**config.mk**
```make
export PLATFORM = sky130hd
export DESIGN_NAME = mult_seq_16bit
export DESIGN_NICKNAME = d
export VERILOG_FILES = /design/src/rtl/mult_seq_16bit.sv
export SDC_FILE = /design/constraint.sdc
export NUM_CORES = 1
export LEC_CHECK = 0
export BUFFER_PORTS_ARGS = -buffer_cell sky130_fd_sc_hd__buf_2
export CORE_MARGIN = 5
export CORE_UTILIZATION = 50
export DETAILED_ROUTE_END_ITERATION = 16
export GPL_TIMING_DRIVEN = 0
export PLACE_DENSITY = 0.8
export SETUP_SLACK_MARGIN = 0.1
export SLEW_MARGIN = 25
export SYNTH_ARGS = -nofsm -noshare
export SYNTH_HDL_FRONTEND = slang
export SYNTH_HIERARCHICAL = 1
export SYNTH_SLANG_ARGS = --single-unit
export TNS_END_PERCENT = 100
```
**constraint.sdc**
```tcl
create_clock -name clk -period 6.5 [get_ports clk]
set_input_delay 0.65 -clock clk [delete_from_list [all_inputs] [get_ports clk]]
set_output_delay 0.65 -clock clk [all_outputs]
set_load 0.02 [all_outputs]
```
**src/rtl/mult_seq_16bit.sv**
```systemverilog
// Sequential 16x16 unsigned shift-and-add multiplier with a start/done handshake.
// A ripple full_adder_16bit performs one partial-product add per RUN cycle.

module full_adder_16bit (
  input  logic [15:0] a,
  input  logic [15:0] b,
  input  logic        cin,
  output logic [15:0] sum,
  output logic        cout
);

  logic [16:0] carry;

  assign carry[0] = cin;

  genvar i;
  generate
    for (i = 0; i < 16; i++) begin : g_bit
      assign sum[i]     = a[i] ^ b[i] ^ carry[i];
      assign carry[i+1] = (a[i] & b[i]) | (carry[i] & (a[i] ^ b[i]));
    end
  endgenerate

  assign cout = carry[16];

endmodule

module mult_seq_16bit #(
  parameter int WIDTH = 16,
  parameter int CNT_W = 5
) (
  input  logic               clk,
  input  logic               rst_n,
  input  logic               start,
  input  logic               abort,
  input  logic [WIDTH-1:0]   a,
  input  logic [WIDTH-1:0]   b,
  output logic               ready,
  output logic               busy,
  output logic               done,
  output logic [2*WIDTH-1:0] product
);

  typedef enum logic [1:0] {
    IDLE = 2'd0,
    RUN  = 2'd1,
    DONE = 2'd2
  } state_t;

  localparam logic [CNT_W-1:0] CNT_LAST = CNT_W'(WIDTH - 1);

  state_t             state;
  state_t             next_state;
  logic [CNT_W-1:0]   cnt;
  logic [WIDTH-1:0]   acc_hi;
  logic [WIDTH-1:0]   acc_lo;
  logic [WIDTH-1:0]   mcand;
  logic [WIDTH-1:0]   add_b;
  logic [WIDTH-1:0]   sum;
  logic               c;
  logic [2*WIDTH-1:0] shifted;

  // Adding zero when the multiplier bit is clear keeps the carry at 0, giving {1'b0, acc_hi}.
  assign add_b   = acc_lo[0] ? mcand : '0;
  assign shifted = {c, sum, acc_lo[WIDTH-1:1]};

  full_adder_16bit u_adder (
    .a    (acc_hi),
    .b    (add_b),
    .cin  (1'b0),
    .sum  (sum),
    .cout (c)
  );

  always_ff @(posedge clk or negedge rst_n) begin
    if (!rst_n) state <= IDLE;
    else        state <= next_state;
  end

  always_comb begin
    next_state = state;
    ready      = 1'b0;
    busy       = 1'b0;
    done       = 1'b0;
    case (state)
      IDLE: begin
        ready = 1'b1;
        if (start && !abort) next_state = RUN;
      end
      RUN: begin
        busy = 1'b1;
        if (abort)                next_state = IDLE;
        else if (cnt == CNT_LAST) next_state = DONE;
      end
      DONE: begin
        done       = 1'b1;
        next_state = IDLE;
      end
      default: next_state = IDLE;
    endcase
  end

  always_ff @(posedge clk or negedge rst_n) begin
    if (!rst_n) begin
      cnt     <= '0;
      acc_hi  <= '0;
      acc_lo  <= '0;
      mcand   <= '0;
      product <= '0;
    end else begin
      case (state)
        IDLE: begin
          if (start && !abort) begin
            mcand  <= a;
            acc_lo <= b;
            acc_hi <= '0;
            cnt    <= '0;
          end
        end
        RUN: begin
          if (!abort) begin
            {acc_hi, acc_lo} <= shifted;
            cnt              <= cnt + CNT_W'(1);
            if (cnt == CNT_LAST) product <= shifted;
          end
        end
        default: ;
      endcase
    end
  end

endmodule

```
==> results.yml <==
critical_path:
  rrSetupSlack_ns: -0.12
  path_delay_family: "adder cells"
  crit_chain: "and2_4 > fa_2 > inv_2 > fa_2 > inv_2 > fa_2 > fa_2 > fa_2 > fa_2 > fa_2 > fa_2 > fa_2 > fa_2 > fa_2 > fa_2 > fa_2 > fa_2 > fa_2 > inv_2 > fa_1 > inv_2 > nor3b_2 > a21o_1"
  worst_path_most_repeated_cell: "fa_2"
  timing.rr.start: "acc_lo[0]"
  cp-endpoint: "acc_hi[14]"
  path_depth: 23
  cp-end-kind: "flip-flop"
  cp_slowest_cell: "dfrtp_2"
  r2r_cells: 23
  crit_start: "acc_lo[0]"
  path_class: "reg2reg"
  reg2reg_to: "acc_hi[14]"
  crit_required_ns: 6.81
  critical_path.max_fanout: 2
  cp-start-kind: "flip-flop"
  cp_data_arrival_time_ns: 6.93
  cp_num_buf_inv: 4
  critPathMaxStageDelay_ns: 0.44
sta:
  skew_ns: 0.00786
  tightest_slew_ns: 0.582
  relSlewSlack: 0.612
  worst_slack_ns: -0.119
  rsz0062_at_grt: "true"
  fmax_mhz: 151
  period_share: 1.02
  finalSetupViolCount: 2
  slew_viol_final: 0
  finalHoldViolCount: 0
  final.setup.tns_ns: -0.194
  period_needed_ns: 6.62
logic_synthesis:
  synth_area_leaders: "dfrtp_1 (53%), mux2_1 (8.0%), fa_1 (7.9%), nand2_1 (4.4%), mux2i_1 (3.9%)"
  syn_avg_cell_area_um2: 12.1
  synth-edff-count: 0
  synth_top_area_frac: 0.535
  synth_cells: 337
  synth.distinct_cells: 33
  yosys.area.top_type: "dfrtp_1"
  yosysWarnings: 6
  netlist_area_um2: 4070
  synth_seq_cells: 87
  yosysSeqAreaShare: 0.535
  async_flop_share: 1.00
  ys.flop_type: "dfrtp_1"
  syn_nets: 391
global_route:
  overflow: 0
  grt_first_pass_wirelength_um: 14700
  grt_pass1_vias: 2964
  grt_usage: 0.189
  grt_max_degree: 68
  antenna_found_initial: 0
cts:
  cts_made_buffers: 9
  clkSinkCount: 87
  hold_buffers: 0
  htreeDepth: 3
  clockRootBuffer: "clkbuf_8"
  worstSkewPairLatency_ns: 0.37
  clk_pin_slew_ns: 0.09
  cts_tree: "yes"
  cts.path.max_buffers: 2
run:
  drv_cap: 0
die:
  start_util: 0.503
  dieArea_um2: 10100
  core-area_um2: 8090
  die_y_um: 100
  die_w_um: 100
  boundaryPins: 71
  rows: 33
finish:
  drive_gt1_frac: 0.298
  fin_cells: 531
  antenna-diode-count: 0
  nets: 475
  areaGrowthSynthToFinish_pct: 19.3
routing:
  wl_per_cell_um: 16.1
  viasPerCell: 5.22
  drc: 0
  antenna_left: 0
  drt_iter0_drc: 117
  dr_total_vias: 2774
  wl_um: 8550
  dr.pass1.iters: 4
power_and_ir_drop:
  power.leakage_nw: 2.64
  total_power_mw: 1.36
  power_density_nw_per_um2: 280
  ir_drop_v: 0.000112
placed_design:
  dpl.cell_count: 513
  gp_congestion: 0.814
  io_buffers: 70
  place_hpwl_um: 6160
worst_hold_path:
  hold_path_class: "in2async"
outcome:
  violations: "setup timing"
  status: "complete, but fails checks"
[final cells by class]
cell class / count / area [um2]
fillers: 676 / 3230
flip-flops and latches: 87 / 2180
multi-input cells: 218 / 1790
repair buffers: 73 / 399
clock buffers: 10 / 138
well taps: 105 / 131
plain buffers: 20 / 106
clock inverters: 6 / 68.8
inverters: 12 / 45.0
[cells in the final DEF, fill, tap and decap left out, types with 7 or more instances in the layout]
cell type,synthesis,routed
inv_1,11,7
mux2_1,29,28
clkbuf_8,0,10
mux2i_1,16,16
nand2_1,48,48
o21ai_0,13,13
a21o_1,18,18
nor3b_1,18,17
clkbuf_1,11,11
dfrtp_1,87,86
buf_2,4,73
and2_1,17,16
fa_2,0,15
nand3_1,18,18
[power by group]
part	switching, mW	leakage, nW	internal (mW)	total (mW)
combinational	0.145	1.38	0.136	0.281
sequential	0.0662	1.16	0.623	0.689
clock	0.203	0.103	0.190	0.393
total	0.414	2.64	0.948	1.36
[Yosys cell counts, types with 3 or more instances]
cell type,instances
nand3_1,18
nor3b_1,18
buf_2,4
mux2_1,29
clkbuf_1,11
o21ai_1,5
mux2_2,3
o21ai_0,13
and2_1,17
dfrtp_1,87
nand2_1,48
fa_1,16
buf_6,3
mux2i_1,16
inv_1,11
a21o_1,18
[worst min path at each step]
stage | to
final | acc_lo[10]
after global routing | acc_lo[10]
after CTS | acc_lo[10]
after detailed placement | mcand[15]
after global placement | mcand[8]
after floorplan | acc_hi[0]
[sequential cells by signal, summed over array words and instances (netlist names)]
signal and count:
mcand 16, state 2, acc_hi 16, cnt 5
acc_lo 16, product 32
[layer usage]
layer  track usage  wire length [um]  vias up
li1              -                 -     1300
met1         0.248              3690     1377
met2         0.304              4120       80
met3        0.0438               542       17
met4        0.0746               198        0
met5             0                 0        -
[metrics by stage]
stage,utilization,setup slack [ns],hold slack [ns],instance area [um2]
finish,0.600,-0.119,0.113,4860
global route,0.600,-0.288,0.109,4860
CTS,0.600,-0.118,0.100,4860
detailed placement,0.572,-0.282,0.455,4630
global placement,0.567,-0.254,0.451,4590
floorplan,-,0.0786,0.354,4110
[cells by family (layout without fill, tap and decap cells)]
family / count (synthesis) / after routing / synth area share
buffers and inverters: 32 / 121 / 0.0372
adder cells (fa/ha/maj): 18 / 18 / 0.0848
multiplexers: 48 / 48 / 0.128
AO/OA/AOI/OAI: 40 / 40 / 0.0679
flip-flops: 87 / 87 / 0.535
AND/OR/NAND/NOR: 111 / 111 / 0.147
other: 1 / 1 / 0.000921
[repair_timing]
| action | CTS | global route |
|---|---|---|
| setup endpoints to repair | 6 | 6 |
| resized for setup | 8 | 1 |
| buffers inserted | 2 | 0 |
| hold endpoints to repair | 0 | 0 |
| gates cloned | 0 | 0 |
(Power assumes the default switching activity.)
